===== src/rtl/baseline_pkg.sv =====
// Shared constants for the multi-rate baseline scheduler and its sliding-window datapath.
package baseline_pkg;

   localparam int SPS_DEFAULT    = 250;
   localparam int N_5S_DEFAULT   = 5;
   localparam int N_30S_DEFAULT  = 6;
   localparam int N_240S_DEFAULT = 8;

   // Window sum widths: raw sample, 1 s sum feeding the mid stages, final 240 s baseline.
   localparam int WIN_IN_W  = 16;
   localparam int WIN_MID_W = WIN_IN_W + $clog2(SPS_DEFAULT);
   localparam int WIN_OUT_W = WIN_MID_W + $clog2(N_5S_DEFAULT * N_30S_DEFAULT * N_240S_DEFAULT);

   typedef struct packed {
      logic [15:0] smp_cnt;
      logic [7:0]  s1_cnt;
      logic [7:0]  s5_cnt;
      logic [7:0]  s30_cnt;
   } sched_dbg_t;

   // Counter width for a modulus; a modulus of 1 still needs one bit.
   function automatic int cnt_w(input int n);
      return (n > 1) ? $clog2(n) : 1;
   endfunction

endpackage


===== src/rtl/baseline_sched_if.sv =====
// Control/strobe bundle between the sample source, the scheduler and the window datapath.
interface baseline_sched_if;
   import baseline_pkg::*;

   // din_valid is a one-cycle qualifier with no ready: the scheduler accepts every
   // strobe on a run cycle, so there is no backpressure path.
   logic       en;
   logic       din_valid;
   logic       tick_1s;
   logic       tick_5s;
   logic       tick_30s;
   logic       tick_240s;
   logic       full_5s;
   logic       full_30s;
   logic       full_240s;
   logic       out_valid;
   logic       overrun;
   sched_dbg_t dbg;

   modport master (
      output en, din_valid,
      input  tick_1s, tick_5s, tick_30s, tick_240s,
      input  full_5s, full_30s, full_240s, out_valid, overrun, dbg
   );

   modport slave (
      input  en, din_valid,
      output tick_1s, tick_5s, tick_30s, tick_240s,
      output full_5s, full_30s, full_240s, out_valid, overrun, dbg
   );

endinterface


===== src/rtl/baseline_sched_rate_div.sv =====
// Modulo-N step counter; wrap is combinational so a cascade of these advances on one edge.
module rate_div
   import baseline_pkg::*;
#(
   parameter int N = 4,
   localparam int W = cnt_w(N)
) (
   input  logic         clk,
   input  logic         rst,
   input  logic         run,
   input  logic         step,
   output logic         wrap,
   output logic [W-1:0] count
);

   localparam logic [W-1:0] LAST = W'(N - 1);

   logic [W-1:0] count_q;
   logic [W-1:0] count_d;

   assign wrap  = run && step && (count_q == LAST);
   assign count = count_q;

   always_comb begin
      count_d = count_q;
      if (run && step) begin
         count_d = wrap ? '0 : count_q + 1'b1;
      end
   end

   always_ff @(posedge clk) begin
      if (rst) begin
         count_q <= '0;
      end else begin
         count_q <= count_d;
      end
   end

endmodule


===== src/rtl/baseline_sched.sv =====
// Baseline scheduler: cascaded rate dividers issue coincident stage-load strobes and fill flags.
// Optional sticky sample-loss flag compiled in with BASELINE_SCHED_OVERRUN_EN.
module baseline_sched
   import baseline_pkg::*;
#(
   parameter int SPS    = SPS_DEFAULT,
   parameter int N_5S   = N_5S_DEFAULT,
   parameter int N_30S  = N_30S_DEFAULT,
   parameter int N_240S = N_240S_DEFAULT
) (
   input logic             clk,
   input logic             rst,
   baseline_sched_if.slave bus
);

   localparam int W_SMP = cnt_w(SPS);
   localparam int W_F5  = cnt_w(N_5S);
   localparam int W_F30 = cnt_w(N_30S);
   localparam int W_F240 = cnt_w(N_240S);

   localparam logic [W_F5-1:0]   LAST_5S   = W_F5'(N_5S - 1);
   localparam logic [W_F30-1:0]  LAST_30S  = W_F30'(N_30S - 1);
   localparam logic [W_F240-1:0] LAST_240S = W_F240'(N_240S - 1);

   logic run;
   logic w_1s, w_5s, w_30s, w_240s;
   logic [W_SMP-1:0]  cnt_smp;
   logic [W_F5-1:0]   cnt_s1;
   logic [W_F30-1:0]  cnt_s5;
   logic [W_F240-1:0] cnt_s30;

   assign run = ~bus.en;

   // Each wrap is the next stage's step, so all wrapping stages fire on the same edge.
   rate_div #(.N(SPS)) u_div_smp (
      .clk(clk), .rst(rst), .run(run), .step(bus.din_valid), .wrap(w_1s), .count(cnt_smp)
   );
   rate_div #(.N(N_5S)) u_div_1s (
      .clk(clk), .rst(rst), .run(run), .step(w_1s), .wrap(w_5s), .count(cnt_s1)
   );
   rate_div #(.N(N_30S)) u_div_5s (
      .clk(clk), .rst(rst), .run(run), .step(w_5s), .wrap(w_30s), .count(cnt_s5)
   );
   rate_div #(.N(N_240S)) u_div_30s (
      .clk(clk), .rst(rst), .run(run), .step(w_30s), .wrap(w_240s), .count(cnt_s30)
   );

   logic [3:0]        tick_q, tick_d;
   logic              out_valid_q, out_valid_d;
   logic [W_F5-1:0]   fill_5s_q, fill_5s_d;
   logic [W_F30-1:0]  fill_30s_q, fill_30s_d;
   logic [W_F240-1:0] fill_240s_q, fill_240s_d;
   logic              full_5s_q, full_5s_d;
   logic              full_30s_q, full_30s_d;
   logic              full_240s_q, full_240s_d;

   always_comb begin
      tick_d      = {w_240s, w_30s, w_5s, w_1s};
      // One cycle after a visible tick_30s whose load left the 240 s stage full.
      out_valid_d = tick_q[2] && run && full_240s_q;
      fill_5s_d   = fill_5s_q;
      fill_30s_d  = fill_30s_q;
      fill_240s_d = fill_240s_q;
      full_5s_d   = full_5s_q;
      full_30s_d  = full_30s_q;
      full_240s_d = full_240s_q;
      if (w_1s && !full_5s_q) begin
         if (fill_5s_q == LAST_5S) full_5s_d = 1'b1;
         else                      fill_5s_d = fill_5s_q + 1'b1;
      end
      if (w_5s && !full_30s_q) begin
         if (fill_30s_q == LAST_30S) full_30s_d = 1'b1;
         else                        fill_30s_d = fill_30s_q + 1'b1;
      end
      if (w_30s && !full_240s_q) begin
         if (fill_240s_q == LAST_240S) full_240s_d = 1'b1;
         else                          fill_240s_d = fill_240s_q + 1'b1;
      end
   end

   always_ff @(posedge clk) begin
      if (rst) begin
         tick_q      <= '0;
         out_valid_q <= 1'b0;
         fill_5s_q   <= '0;
         fill_30s_q  <= '0;
         fill_240s_q <= '0;
         full_5s_q   <= 1'b0;
         full_30s_q  <= 1'b0;
         full_240s_q <= 1'b0;
      end else begin
         tick_q      <= tick_d;
         out_valid_q <= out_valid_d;
         fill_5s_q   <= fill_5s_d;
         fill_30s_q  <= fill_30s_d;
         fill_240s_q <= fill_240s_d;
         full_5s_q   <= full_5s_d;
         full_30s_q  <= full_30s_d;
         full_240s_q <= full_240s_d;
      end
   end

   // Strobes are masked while frozen so the datapath never loads during a freeze.
   assign bus.tick_1s   = tick_q[0] & run;
   assign bus.tick_5s   = tick_q[1] & run;
   assign bus.tick_30s  = tick_q[2] & run;
   assign bus.tick_240s = tick_q[3] & run;
   assign bus.out_valid = out_valid_q & run;
   assign bus.full_5s   = full_5s_q;
   assign bus.full_30s  = full_30s_q;
   assign bus.full_240s = full_240s_q;
   assign bus.dbg       = {16'(cnt_smp), 8'(cnt_s1), 8'(cnt_s5), 8'(cnt_s30)};

`ifdef BASELINE_SCHED_OVERRUN_EN
   logic overrun_q, overrun_d;

   always_comb begin
      overrun_d = overrun_q | (bus.en & bus.din_valid);
   end

   always_ff @(posedge clk) begin
      if (rst) begin
         overrun_q <= 1'b0;
      end else begin
         overrun_q <= overrun_d;
      end
   end

   assign bus.overrun = overrun_q;
`else
   assign bus.overrun = 1'b0;
`endif

endmodule


===== src/flat_wrapper.sv =====
// flat-port wrapper written by rule: the top's interface ports become plain ports
module baseline_sched_flat import baseline_pkg::*;
#(
   parameter int SPS    = SPS_DEFAULT,
   parameter int N_5S   = N_5S_DEFAULT,
   parameter int N_30S  = N_30S_DEFAULT,
   parameter int N_240S = N_240S_DEFAULT
)
  (clk, rst, bus_en, bus_din_valid, bus_tick_1s, bus_tick_5s, bus_tick_30s, bus_tick_240s, bus_full_5s, bus_full_30s, bus_full_240s, bus_out_valid, bus_overrun, bus_dbg);
  baseline_sched_if bus_i ();
  input logic clk;
  input logic rst;
  input wire logic [$bits(bus_i.en)-1:0] bus_en;
  input wire logic [$bits(bus_i.din_valid)-1:0] bus_din_valid;
  output wire logic [$bits(bus_i.tick_1s)-1:0] bus_tick_1s;
  output wire logic [$bits(bus_i.tick_5s)-1:0] bus_tick_5s;
  output wire logic [$bits(bus_i.tick_30s)-1:0] bus_tick_30s;
  output wire logic [$bits(bus_i.tick_240s)-1:0] bus_tick_240s;
  output wire logic [$bits(bus_i.full_5s)-1:0] bus_full_5s;
  output wire logic [$bits(bus_i.full_30s)-1:0] bus_full_30s;
  output wire logic [$bits(bus_i.full_240s)-1:0] bus_full_240s;
  output wire logic [$bits(bus_i.out_valid)-1:0] bus_out_valid;
  output wire logic [$bits(bus_i.overrun)-1:0] bus_overrun;
  output wire logic [$bits(bus_i.dbg)-1:0] bus_dbg;
  assign bus_i.en = bus_en;
  assign bus_i.din_valid = bus_din_valid;
  assign bus_tick_1s = bus_i.tick_1s;
  assign bus_tick_5s = bus_i.tick_5s;
  assign bus_tick_30s = bus_i.tick_30s;
  assign bus_tick_240s = bus_i.tick_240s;
  assign bus_full_5s = bus_i.full_5s;
  assign bus_full_30s = bus_i.full_30s;
  assign bus_full_240s = bus_i.full_240s;
  assign bus_out_valid = bus_i.out_valid;
  assign bus_overrun = bus_i.overrun;
  assign bus_dbg = bus_i.dbg;
  baseline_sched #(.SPS(SPS), .N_5S(N_5S), .N_30S(N_30S), .N_240S(N_240S)) u_core (.clk(clk), .rst(rst), .bus(bus_i));
endmodule

===== config.mk =====
export PLATFORM = sky130hd
export DESIGN_NAME = baseline_sched_flat
export DESIGN_NICKNAME = d
export VERILOG_FILES = /design/src/rtl/baseline_pkg.sv /design/src/rtl/baseline_sched_if.sv /design/src/rtl/baseline_sched_rate_div.sv /design/src/rtl/baseline_sched.sv /design/src/flat_wrapper.sv
export SDC_FILE = /design/constraint.sdc
export NUM_CORES = 1
export LEC_CHECK = 0
export ABC_AREA = 1
export BUFFER_PORTS_ARGS = -buffer_cell sky130_fd_sc_hd__buf_2
export CORE_ASPECT_RATIO = 1.4
export CORE_MARGIN = 1.5
export CORE_UTILIZATION = 58
export CTS_BUF_LIST = sky130_fd_sc_hd__clkbuf_4 sky130_fd_sc_hd__clkbuf_8
export DETAILED_ROUTE_END_ITERATION = 10
export GPL_TIMING_DRIVEN = 0
export HOLD_SLACK_MARGIN = 0.1
export PLACE_DENSITY_LB_ADDON = 0.15
export SLEW_MARGIN = 20
export SYNTH_ARGS = -nofsm -noshare
export SYNTH_HDL_FRONTEND = slang
export SYNTH_HIERARCHICAL = 1
export SYNTH_SLANG_ARGS = --single-unit

===== constraint.sdc =====
create_clock -name clk -period 5.63 [get_ports clk]
set_input_delay 0.2815 -clock clk [delete_from_list [all_inputs] [get_ports clk]]
set_output_delay 0.2815 -clock clk [all_outputs]
set_load 0.02 [all_outputs]

## Word-level counts from Yosys, hierarchy flattened

Index checks and enable logic that the tools add are counted.

- Output and inout port bits: 49
- Bits in latches: 0
- Memories: 0
- RAM bits: 0
- Logic and storage cells: 61
- Register bits after elaboration: 34
- Input bits: 4
- Memory bits (read-only): 0

- $lt $le $gt $ge: 0
- Eq/ne operators: 7
- Add/subtract/negate cells: 7
- Bitwise logic cells: 9
- Shifts and indexed selects: 0
- Multiplexer cells: 4
- Reduce and logical (&&, ||, !) cells: 22
- Div/mod/pow operators: 0
- Multipliers: 0

Operators with widths:

| cell | number |
|---|---|
| 3-bit by 1-bit adder with 3-bit output (second input constant) | 6 |
| 3-bit == test (second input constant) | 6 |
| 1-bit logical AND | 13 |
| 2-bit AND reduction | 6 |
| 3-bit two-way mux | 3 |
| 8-bit by 1-bit adder with 8-bit output (second input constant) | 1 |
| 8-bit == test (second input constant) | 1 |
| 8-bit two-way mux | 1 |
| 1-bit bitwise AND | 5 |
| 1-bit NOT | 4 |
| 1-bit logical NOT | 3 |

## Logic depth before layout (Yosys ltp)

- Depth in word-level cells: 10
- Mapped depth: 14
- Depth with buffers taken out: 14

## By module

Netlist, hierarchy kept.

By module, submodules not included:

| module | area each (um^2) | seq. area each (um^2) | cells each | times used |
|---|---|---|---|---|
| baseline_sched | 984.7 | 340.3 | 136 | 1 |
| rate_div at u_core.u_div_smp | 464.2 | 160.2 | 63 | 1 |
| rate_div at u_core.u_div_1s | 176.4 | 60.1 | 26 | 1 |
| rate_div at u_core.u_div_5s | 176.4 | 60.1 | 25 | 1 |
| rate_div at u_core.u_div_30s | 165.2 | 60.1 | 25 | 1 |

## Worst setup path before layout

OpenSTA, ideal clock, no wires.

- Path kind: flip-flop to flip-flop
- Start point: reg u_core.u_div_smp.count_q[0] (netlist: u_core/u_div_smp/count[0])
- End point: reg u_core.u_div_30s.count_q[1] (netlist: u_core/u_div_30s/count[1])
- Data required time: 5.516 ns
- Path buffers: 0
- Period minus slack after synthesis: 2.218 ns
- Setup time: 0.114 ns
- Path slack: 3.412 ns
- Cell stages (with the launch flop): 13
- Data arrival time: 2.104 ns
- Cell sequence: dfxtp_1 ha_1 nand2_1 nor2_1 nand3_2 inv_2 nand2_2 nor2_1 nand2_2 nor2_1 nand2_2 a21oi_1 nor2_1

- Longest elaborated chain between the ends: 9

RTL lines:

| what | line | source |
|---|---|---|
| start: declaration | baseline_sched_rate_div.sv:18 | `logic [W-1:0] count_q;` |
| start signal: assignment | baseline_sched_rate_div.sv:35 | `count_q <= count_d;` |
| 8-bit == test (*) | baseline_sched_rate_div.sv:21 | `assign wrap = run && step && (count_q == LAST);` |
| 1-bit logical AND (*) | baseline_sched_rate_div.sv:21 |  |
| net u_core.w_1s | baseline_sched.sv:26 | `logic w_1s, w_5s, w_30s, w_240s;` |
| 1-bit logical AND (*) (2 in a row) | baseline_sched_rate_div.sv:21 |  |
| net u_core.w_5s | baseline_sched.sv:26 |  |
| 1-bit logical AND (*) (2 in a row) | baseline_sched_rate_div.sv:21 |  |
| net u_core.w_30s | baseline_sched.sv:26 |  |
| 1-bit logical AND (*) | baseline_sched_rate_div.sv:21, baseline_sched_rate_div.sv:26 |  |
| 1-bit logical AND | baseline_sched_rate_div.sv:21 |  |
| 3-bit two-way mux | baseline_sched_rate_div.sv:27 | `count_d = wrap ? '0 : count_q + 1'b1;` |
| end signal: assignment | baseline_sched_rate_div.sv:35 |  |
| end: declaration | baseline_sched_rate_div.sv:18 |  |

Mark *: on every way through the listed nets, which the timed path passes. The rest lies on a longest branch.
A chain may end at the register's enable or synchronous reset.

## Final worst setup path

- Start point: in bus_en
- End point: reg u_core.u_div_30s.count_q[2] (netlist: u_core/u_div_30s/count[2])

- Longest elaborated chain between the ends: 10

RTL lines:

| what | line | source |
|---|---|---|
| start: declaration | flat_wrapper.sv:13 | `input wire logic [$bits(bus_i.en)-1:0] bus_en;` |
| 1-bit NOT (*) | baseline_sched.sv:32 | `assign run = ~bus.en;` |
| net u_core.run | baseline_sched.sv:25 | `logic run;` |
| 1-bit logical AND (*) (2 in a row) | baseline_sched_rate_div.sv:21 |  |
| net u_core.w_1s | baseline_sched.sv:26 |  |
| 1-bit logical AND (*) (2 in a row) | baseline_sched_rate_div.sv:21 |  |
| net u_core.w_5s | baseline_sched.sv:26 |  |
| 1-bit logical AND (*) (2 in a row) | baseline_sched_rate_div.sv:21 |  |
| net u_core.w_30s | baseline_sched.sv:26 |  |
| 1-bit logical AND (*) | baseline_sched_rate_div.sv:21, baseline_sched_rate_div.sv:26 |  |
| 1-bit logical AND | baseline_sched_rate_div.sv:21 |  |
| 3-bit two-way mux | baseline_sched_rate_div.sv:27 |  |

Marked as above.

==> impl_metrics.toml <==
[sta]
fin_crit_sh_pct = 45.1
slew_viol_final = 0
finalHoldViolations = 0
slew_headroom_pct = 65.9
skew_ps = 7.89
rsz0062_at_grt = "no"
fin_ws_ps = 3090
worstMarginPinSlew_ps = 509
timing.final.crit_period_ps = 2540
max_freq_mhz = 393
whs_ps = 244
fin_setup_tns_ps = 0
setup_viol = 0

[floorplan]
die_h_um = 71.9
placementRows = 24
start_util_pct = 61.8
die_w_um = 52.2
ios = 53
die_area_mm2 = 0.00375
core-area_mm2 = 0.00318

[route]
drtIter0Drc = 23
wl_um = 3560
num_vias = 1686
drtPass1Iterations = 4
drc = 0
viasPerCell = 4.52
wl_per_cell_um = 9.55
detail-route-antenna-nets = 0

[clock_tree]
cts.sinks = 34
clk_pin_slew_worst_paths_ps = 70
cts_tree = "yes"
cts-root-buf = "clkbuf_8"
cts_resized = 0
cts_max_path_buffers = 2
h-tree-depth = 2
cts_setup_buffers = 0
ctsHoldBuffers = 0
cts_buffers = 5
clk_latency_ps = 290

[worst_setup_path]
cp-start-kind = "input port"
path_max_fanout = 11
crit_buf_inv = 3
arrival_ps = 2730
cp_common_cell = "nand2_2"
critical_path.top_delay_family = "simple AND/OR/NAND/NOR gates"
cpMaxStageDelayCell = "nor2_1"
crit_path_max_incr_delay_ps = 440
worstPathCellList = "buf_2 > inv_1 > nand2_2 > nor2_4 > nand3_2 > inv_2 > nand2_2 > nor2_1 > nand2_2 > nor2_1 > nand2_2 > a21oi_1 > nor2_1"
end_kind = "register"
worstSetupPathType = "input port to register"
cp.required_ps = 5820

[placement]
io_buffers = 28
gp_congestion = 0.703
dp_slack_ps = 2840
place_hpwl_um = 2610
place_area_mm2 = 0.00224

[logic_synthesis]
synth-simple-area-share_pct = 31.9
synth-warning-count = 6
yosysTopAreaCellShare_pct = 34.6
ys_seq_area_share_pct = 34.6
postSynthCellCount = 275
yosysMostFrequentCell = "nand2_1"
muxShareOfSynthArea_pct = 0
synth_area_leaders = "dfxtp_1 35%, nand2_1 9.9%, buf_4 9.2%, ha_1 8.9%, nor2_1 8.8%"
syn_area_mm2 = 0.00197
synth_compound_area_share_pct = 5.92
synthFlopType = "dfxtp_1"
synth_top_family_by_area = "simple AND/OR/NAND/NOR gates"
synth.distinct_cells = 26
postSynth.asyncResetShare_pct = 0
synth_edf_count = 0
netlist_top_cells_count = "52 x nand2_1, 46 x nor2_1, 41 x inv_1"
synth_xor_area_share_pct = 0.445
synth.largest_area_cell = "dfxtp_1"
syn_avg_cell_area_um2 = 7.15
synth-seq-cells = 34
synthAdderAreaFrac_pct = 8.91

[power]
peakVddDrop_v = 0.000269
power_density_mw_per_mm2 = 235
p_leak_nw = 1.24

[global_routing]
grt_pass1_vias = 1443
grt_pass1_wl_um = 6030
antenna_found_initial = 0
track_usage_pct = 21.3
globalRoute.totalOverflow = 0
grt_max_degree = 13

[cells_and_area]
n_antenna_cell = 0
area_growth_pct = 21.0
final_layout_size_suffix_gt1_share_pct = 26.3
final_cell_area_mm2 = 0.00238
final_nets = 351
fill_cells = 291

[min_path]
hold_path_class = "input port to register"

[run]
max_cap_viol_count = 0

[outcome]
status = "completed"
==> state kept, by name (all words and copies together) (netlist names), 3 cells and up <==
signal                  count
u_core/u_div_30s/count      3
u_core/tick_q               4
u_core/u_div_smp/count      8
u_core/fill_5s_q            3
u_core/fill_30s_q           3
u_core/fill_240s_q          3
u_core/u_div_5s/count       3
u_core/u_div_1s/count       3
==> logic make-up (layout without fill, tap and decap cells) <==
| family | count (synthesis) | count (layout) |
|---|---|---|
| buffers and inverters | 70 | 106 |
| AO/OA/AOI/OAI | 19 | 19 |
| XOR/XNOR | 1 | 1 |
| adder cells (fa/ha/maj) | 14 | 14 |
| AND/OR/NAND/NOR | 136 | 136 |
| flip-flops | 34 | 34 |
| other | 1 | 24 |
==> worst paths after layout <==
path / depth (start not counted) / to / slack [ps] / startpoint
worst max-delay path: 13 / u_core/u_div_30s/count[2]$_SDFFE_PP0P_ / 3090 / bus_en
worst min-delay path: 2 / u_core/out_valid_q$_SDFF_PP0_ / 240 / bus_en
worst max register to register: 12 / u_core/u_div_30s/count[2]$_SDFFE_PP0P_ / 3090 / u_core/u_div_smp/count[0]$_SDFFE_PP0P_
worst min register to register: 2 / u_core/out_valid_q$_SDFF_PP0_ / 470 / u_core/tick_q[2]$_SDFF_PP0_
==> routing by layer <==
layer	track usage, %	part of all wire [%]	vias to the layer above
li1	-	-	909
met1	22.5	40	740
met2	38.7	54	31
met3	5.56	4.2	6
met4	9.40	1.9	0
met5	0	0	-
==> placed cells by master, fill, tap and decap left out, types with 2 or more instances in the layout <==
master,n
a21oi_1,9
bufinv_16,2
conb_1,24
inv_2,4
inv_1,41
buf_4,24
o21ai_0,3
clkbuf_8,5
nand2_1,52
o21ai_2,2
nor3_2,2
nand3_2,2
buf_2,28
nor2_4,4
nand2_2,8
ha_1,14
nor2_1,46
nor2_2,3
nand4_1,2
dfxtp_1,34
a31oi_1,2
nand3_1,15
==> worst register-to-register path, cell delays in order, from the launching register on <==
cell and delay, ps:
dfxtp_1 420, ha_1 170, nand2_1 50, nor2_1 120, nand3_2 160, inv_2 130, nand2_2 100, nor2_1 440
nand2_2 160, nor2_1 320, nand2_2 170, a21oi_1 150, nor2_1 50
==> power breakdown <==
part           switching, W  internal, W  leakage (nW)
clock network     0.0000955     0.000177        0.0683
registers        0.00000120     0.000241         0.274
logic             0.0000280    0.0000156         0.898
==> layout make-up <==
cell class / instances / area, um^2 / share of cell area (%)
flip-flops and latches: 34 / 681 / 28.6
clock inverters: 3 / 68.8 / 2.89
plain buffers: 24 / 180 / 7.57
repair buffers: 28 / 140 / 5.89
inverters: 46 / 175 / 7.36
multi-input cells: 194 / 1020 / 42.7
well taps: 39 / 48.8 / 2.05
clock buffers: 5 / 68.8 / 2.89
==> per-stage QoR <==
step                      utilization (%)  total power (W)  cells
after floorplan                         -         0.000285    298
after global placement               70.4         0.000291    365
after detailed placement             70.4         0.000291    365
after CTS                            74.8         0.000564    373
after global routing                 74.8         0.000579    373
final                                74.8         0.000559    373
Note: power is estimated with default switching activity, not from simulation.
